`src/rtl/pipe_pkg.sv`:
```
// Shared definitions for the pipe_delay_line slice: default geometry and a
// constant-foldable ceiling-log2 helper used to size the occupancy counter.
package pipe_pkg;

    localparam int DEFAULT_WIDTH = 8;
    localparam int DEFAULT_DEPTH = 4;

    // Bits needed to encode 0..value-1; returns 0 for value <= 1.
    function automatic int pipe_clog2(input int value);
        int result;
        int rem;
        result = 0;
        rem    = value - 1;
        while (rem > 0) begin
            result = result + 1;
            rem    = rem >> 1;
        end
        return result;
    endfunction

endpackage

```
`src/rtl/pipe_stage.sv`:
```
// One WIDTH-bit data register plus valid bit of the delay line.
// PIPE_DELAY_LINE_CLEAR_ON_DISABLE_EN: a disabled edge clears data and valid instead of holding.
module pipe_stage
    import pipe_pkg::*;
#(
    parameter int WIDTH = DEFAULT_WIDTH
) (
    input  logic             i_clk,
    input  logic             i_rst,
    input  logic             i_enable,
    input  logic             i_flush,
    input  logic [WIDTH-1:0] i_d,
    input  logic             i_valid,
    output logic [WIDTH-1:0] o_q,
    output logic             o_valid
);

    logic [WIDTH-1:0] data_q;
    logic             valid_q;

    // Flush only invalidates; data keeps its contents so no datapath reset is needed there.
    always_ff @(posedge i_clk) begin
        if (i_rst) begin
            data_q  <= '0;
            valid_q <= 1'b0;
        end else if (i_flush) begin
            valid_q <= 1'b0;
        end else if (i_enable) begin
            data_q  <= i_d;
            valid_q <= i_valid;
        end
`ifdef PIPE_DELAY_LINE_CLEAR_ON_DISABLE_EN
        else begin
            data_q  <= '0;
            valid_q <= 1'b0;
        end
`endif
    end

    assign o_q     = data_q;
    assign o_valid = valid_q;

endmodule

```
`src/rtl/pipe_delay_line.sv`:
```
// WIDTH-bit, DEPTH-stage delay line with per-stage valid, stall, flush and registered occupancy.
// PIPE_DELAY_LINE_CLEAR_ON_DISABLE_EN: a disabled edge empties the whole line.
module pipe_delay_line
    import pipe_pkg::*;
#(
    parameter int WIDTH = DEFAULT_WIDTH,
    parameter int DEPTH = DEFAULT_DEPTH,
    parameter int CNT_W = pipe_clog2(DEPTH + 1)
) (
    input  logic             i_clk,
    input  logic             i_rst,
    input  logic             i_enable,
    input  logic             i_flush,
    input  logic [WIDTH-1:0] i_d,
    input  logic             i_valid,
    output logic [WIDTH-1:0] o_q,
    output logic             o_valid,
    output logic [CNT_W-1:0] o_fill,
    output logic             o_full,
    output logic             o_empty
);

    logic [WIDTH-1:0] stage_data [DEPTH];
    logic [DEPTH-1:0] stage_valid;

    generate
        for (genvar gi = 0; gi < DEPTH; gi++) begin : g_stage
            logic [WIDTH-1:0] src_data;
            logic             src_valid;
            if (gi == 0) begin : g_head
                assign src_data  = i_d;
                assign src_valid = i_valid;
            end else begin : g_link
                assign src_data  = stage_data[gi-1];
                assign src_valid = stage_valid[gi-1];
            end
            pipe_stage #(
                .WIDTH (WIDTH)
            ) u_stage (
                .i_clk    (i_clk),
                .i_rst    (i_rst),
                .i_enable (i_enable),
                .i_flush  (i_flush),
                .i_d      (src_data),
                .i_valid  (src_valid),
                .o_q      (stage_data[gi]),
                .o_valid  (stage_valid[gi])
            );
        end
    endgenerate

    logic [CNT_W-1:0] fill_q, fill_d;
    logic             full_q, full_d;
    logic             empty_q, empty_d;

    // When full, the last stage is necessarily valid, so the count cannot overflow.
    always_comb begin
        fill_d = fill_q;
        if (i_flush) begin
            fill_d = '0;
        end else if (i_enable) begin
            fill_d = fill_q + CNT_W'(i_valid) - CNT_W'(stage_valid[DEPTH-1]);
        end
`ifdef PIPE_DELAY_LINE_CLEAR_ON_DISABLE_EN
        else begin
            fill_d = '0;
        end
`endif
        full_d  = (fill_d == CNT_W'(DEPTH));
        empty_d = (fill_d == '0);
    end

    always_ff @(posedge i_clk) begin
        if (i_rst) begin
            fill_q  <= '0;
            full_q  <= 1'b0;
            empty_q <= 1'b1;
        end else begin
            fill_q  <= fill_d;
            full_q  <= full_d;
            empty_q <= empty_d;
        end
    end

    assign o_q     = stage_data[DEPTH-1];
    assign o_valid = stage_valid[DEPTH-1];
    assign o_fill  = fill_q;
    assign o_full  = full_q;
    assign o_empty = empty_q;

endmodule

```
`config.mk`:
```
export PLATFORM = sky130hd
export DESIGN_NAME = pipe_delay_line
export DESIGN_NICKNAME = d
export VERILOG_FILES = /design/src/rtl/pipe_pkg.sv /design/src/rtl/pipe_stage.sv /design/src/rtl/pipe_delay_line.sv
export SDC_FILE = /design/constraint.sdc
export NUM_CORES = 1
export LEC_CHECK = 0
export BUFFER_PORTS_ARGS = -buffer_cell sky130_fd_sc_hd__buf_2
export CORE_MARGIN = 3
export CORE_UTILIZATION = 45
export DETAILED_ROUTE_END_ITERATION = 6
export GPL_TIMING_DRIVEN = 0
export HOLD_SLACK_MARGIN = 0.03
export PLACE_DENSITY = 0.73
export SLEW_MARGIN = 40
export SYNTH_ARGS = -nofsm -noshare
export SYNTH_HDL_FRONTEND = slang
export SYNTH_SLANG_ARGS = --single-unit
```
`constraint.sdc`:
```
create_clock -name i_clk -period 2.8 [get_ports i_clk]
set_input_delay 0.28 -clock i_clk [delete_from_list [all_inputs] [get_ports i_clk]]
set_output_delay 0.28 -clock i_clk [all_outputs]
set_load 0.05 [all_outputs]
```
==> out/results.ini <==
[status]
outcome=completed

[die]
fp.dieW_um=64.6
full_die_area_mm2=0.00417
row_count=20
ios=27
initial_utilization_pct=48.9
y_dimension_of_the_die_um=64.6
core_mm2=0.00315

[synthesis]
post_synth_edffs=0
yosys_warnings=0
synth.area.mux_share_pct=3.89
synth.distinct_cells=22
yosys.area_share.xor_xnor_pct=1.62
synthesis.instances=185
yosys_register_bits=41
synth_top_cells_by_area=sky130_fd_sc_hd__dfxtp_1, sky130_fd_sc_hd__nand2_1, sky130_fd_sc_hd__a21oi_1
syn-cell-area_mm2=0.00154
netlist.area_leader.share_pct=53.2
post_synth_fa_ha_maj_area_fraction_pct=2.92
syn_area_per_cell_um2=8.34
postSynthNetCount=201
asyncSetResetFlopFracSynth_pct=0
synth-seq-area-share_pct=53.2
synth_flop_cell=sky130_fd_sc_hd__dfxtp_1
synth_most_common_cell=sky130_fd_sc_hd__nand2_1
synth_top_cell_by_area=sky130_fd_sc_hd__dfxtp_1
commonest_cells_in_the_synthesized_netlist=sky130_fd_sc_hd__nand2_1, sky130_fd_sc_hd__dfxtp_1, sky130_fd_sc_hd__a21oi_1, sky130_fd_sc_hd__clkbuf_1, sky130_fd_sc_hd__nor2_1
post_synth_and_or_nand_nor_area_fraction_pct=20.6
synth_top_family_by_area=simple AND/OR/NAND/NOR gates
synth-compound-area-share_pct=12.1

[global_route]
global_route_wire_length_before_repair_mm=4.75
antenna_found_initial=0
grt_remaining_overflow=0
total_routing_resource_utilization_after_global_routing_pct=14.5
largest_net_degree_at_the_start_of_global_routing=13
vias_in_the_first_global_route=1095

[clocking]
postCtsSetupBuffers=0
cts-resized-gates=0
clock_tree.htree_level_count=2
cts_buffers=5
holdBufCountCts=0
clock_latency_ps=350
clk_root_buffer_cell=sky130_fd_sc_hd__clkbuf_4
cts.clk_slew.worst_paths_ps=120
tritoncts=yes
max_clock_buf_depth=2
clkSinkCount=41

[sta]
final_max_slew_viol_count=0
grt_setup_unrepaired=no
min_period_ps=2070
layout_worst_path_cycle_share_pct=73.9
finClkSkew_ps=8.16
setup_viol_count_final=0
timing.fmax_mhz=483
tightestPinTransition_ps=423
tns_ps=0
maxSlewHeadroom_pct=71.8
final_hold_viol_count=0

[layout]
number_of_antenna_repair_diodes=0
final_layout_size_suffix_gt1_share_pct=18.8
flow.area_growth_from_synthesis_pct=16.2
register_area_um2=821
layout.nets=233
fillerInstances=336
finalCoreUtilization_pct=56.9
multiInputGateArea_um2=634

[place]
final_weighted_congestion_in_routability_driven_placement=0.684
io_buffers=25
hpwl_mm=1.96

[route]
via_per_inst=4.67
routed_wire_length_per_instance_um=10.4
post-route-drc-count=0
dr_total_vias=1224
detail_route.first_pass.iterations=4
totalWireLength_mm=2.73
initial_drc_count=75
ant_nets=0

[critical_path]
path_class=flop to flop
worstSetupStartpointType=flop
crit_arrival_ps=2320
required_time_at_the_worst_slack_endpoint_ps=3050
critPathMaxFanout=5
end_kind=flop

[worst_hold_path]
hp-class=input port to flop

[pwr]
ir_worst_vdd_v=0.000344
leakage_power_nw=0.718
power_density_mw_per_mm2=559

[job]
timing.max_cap.violations=0

-- state kept, by name, summed over array words and instances, names as in the netlist --
name                     flops
g_stage.u_stage.o_valid      4
g_stage.u_stage.o_q         32
o_full                       1
o_fill                       3
o_empty                      1
-- routing by layer --
layer / vias up / global-route usage, % / wire [µm]
li1: 658 / - / -
met1: 535 / 19.3 / 1410
met2: 24 / 21.4 / 1120
met3: 7 / 4.33 / 132
met4: 0 / 7.12 / 55
met5: - / 0 / 0
-- kinds of logic after synthesis --
| kind of cell | after synthesis |
|---|---|
| and+or+nand+nor | 80 |
| DFF | 41 |
| adders and majority gates | 3 |
| muxes | 6 |
| AOI/OAI and AO/OA | 35 |
| xor gates and xnor gates | 2 |
| buffers and inverters | 18 |
-- per-stage QoR --
step / setup WS [ps] / hold slack, ps / total power [mW] / std cells / area (µm²)
floorplan: 448 / 416 / 0.661 / 185 / 1540
global placement: 766 / 440 / 0.682 / 254 / 1720
detailed placement: 727 / 444 / 0.683 / 254 / 1720
CTS: 709 / 84.9 / 1.01 / 262 / 1790
global route: 575 / 88.9 / 1.05 / 262 / 1790
finish: 731 / 94.9 / 1.00 / 262 / 1790
-- power breakdown --
part | internal (mW) | switching, mW
sequential | 0.593 | 0.00535
clock | 0.146 | 0.188
combinational | 0.0261 | 0.0450
-- cells in the final DEF, fill, tap and decap left out, types with 2 or more instances in the layout --
cell	netlist	routed
sky130_fd_sc_hd__ha_1	2	2
sky130_fd_sc_hd__a211o_1	2	2
sky130_fd_sc_hd__dfxtp_1	41	41
sky130_fd_sc_hd__clkbuf_4	0	5
sky130_fd_sc_hd__nor2_1	7	7
sky130_fd_sc_hd__inv_1	5	5
sky130_fd_sc_hd__clkbuf_8	0	2
sky130_fd_sc_hd__nor3_1	2	2
sky130_fd_sc_hd__a21oi_1	32	32
sky130_fd_sc_hd__buf_2	4	29
sky130_fd_sc_hd__nand2_1	65	65
sky130_fd_sc_hd__clkbuf_1	7	7
sky130_fd_sc_hd__mux2i_1	6	6
sky130_fd_sc_hd__buf_6	2	2
-- worst max-delay path, stage by stage (launching register included) --
cell	delay [ps]
sky130_fd_sc_hd__dfxtp_1	420
sky130_fd_sc_hd__inv_1	60
sky130_fd_sc_hd__ha_1	270
sky130_fd_sc_hd__inv_1	40
sky130_fd_sc_hd__ha_1	180
sky130_fd_sc_hd__fa_1	410
sky130_fd_sc_hd__xnor2_2	170
sky130_fd_sc_hd__xnor2_1	140
sky130_fd_sc_hd__a211o_1	290
-- worst paths after layout --
check | end | slack (ps) | from | cells after the start
worst min-delay path | g_stage[1].u_stage.o_q[4] | 90 | i_rst | 2
worst min register to register | g_stage[3].u_stage.o_q[0] | 460 | g_stage[2].u_stage.o_q[0] | 2
worst max-delay path | o_empty | 730 | o_fill[0] | 8
worst max register to register | o_empty | 730 | o_fill[0] | 8
-- area by class of cell --
| cell class | instances | area share, % |
|---|---|---|
| Buffer | 13 | 3.84 |
| Sequential cell | 41 | 45.8 |
| Tap cell | 44 | 3.07 |
| Multi-Input combinational cell | 126 | 35.4 |
| Timing Repair Buffer | 25 | 6.98 |
| Clock inverter | 1 | 0.279 |
| Clock buffer | 7 | 3.63 |
| Inverter | 5 | 1.05 |
Power figures use the tool's default switching activity.
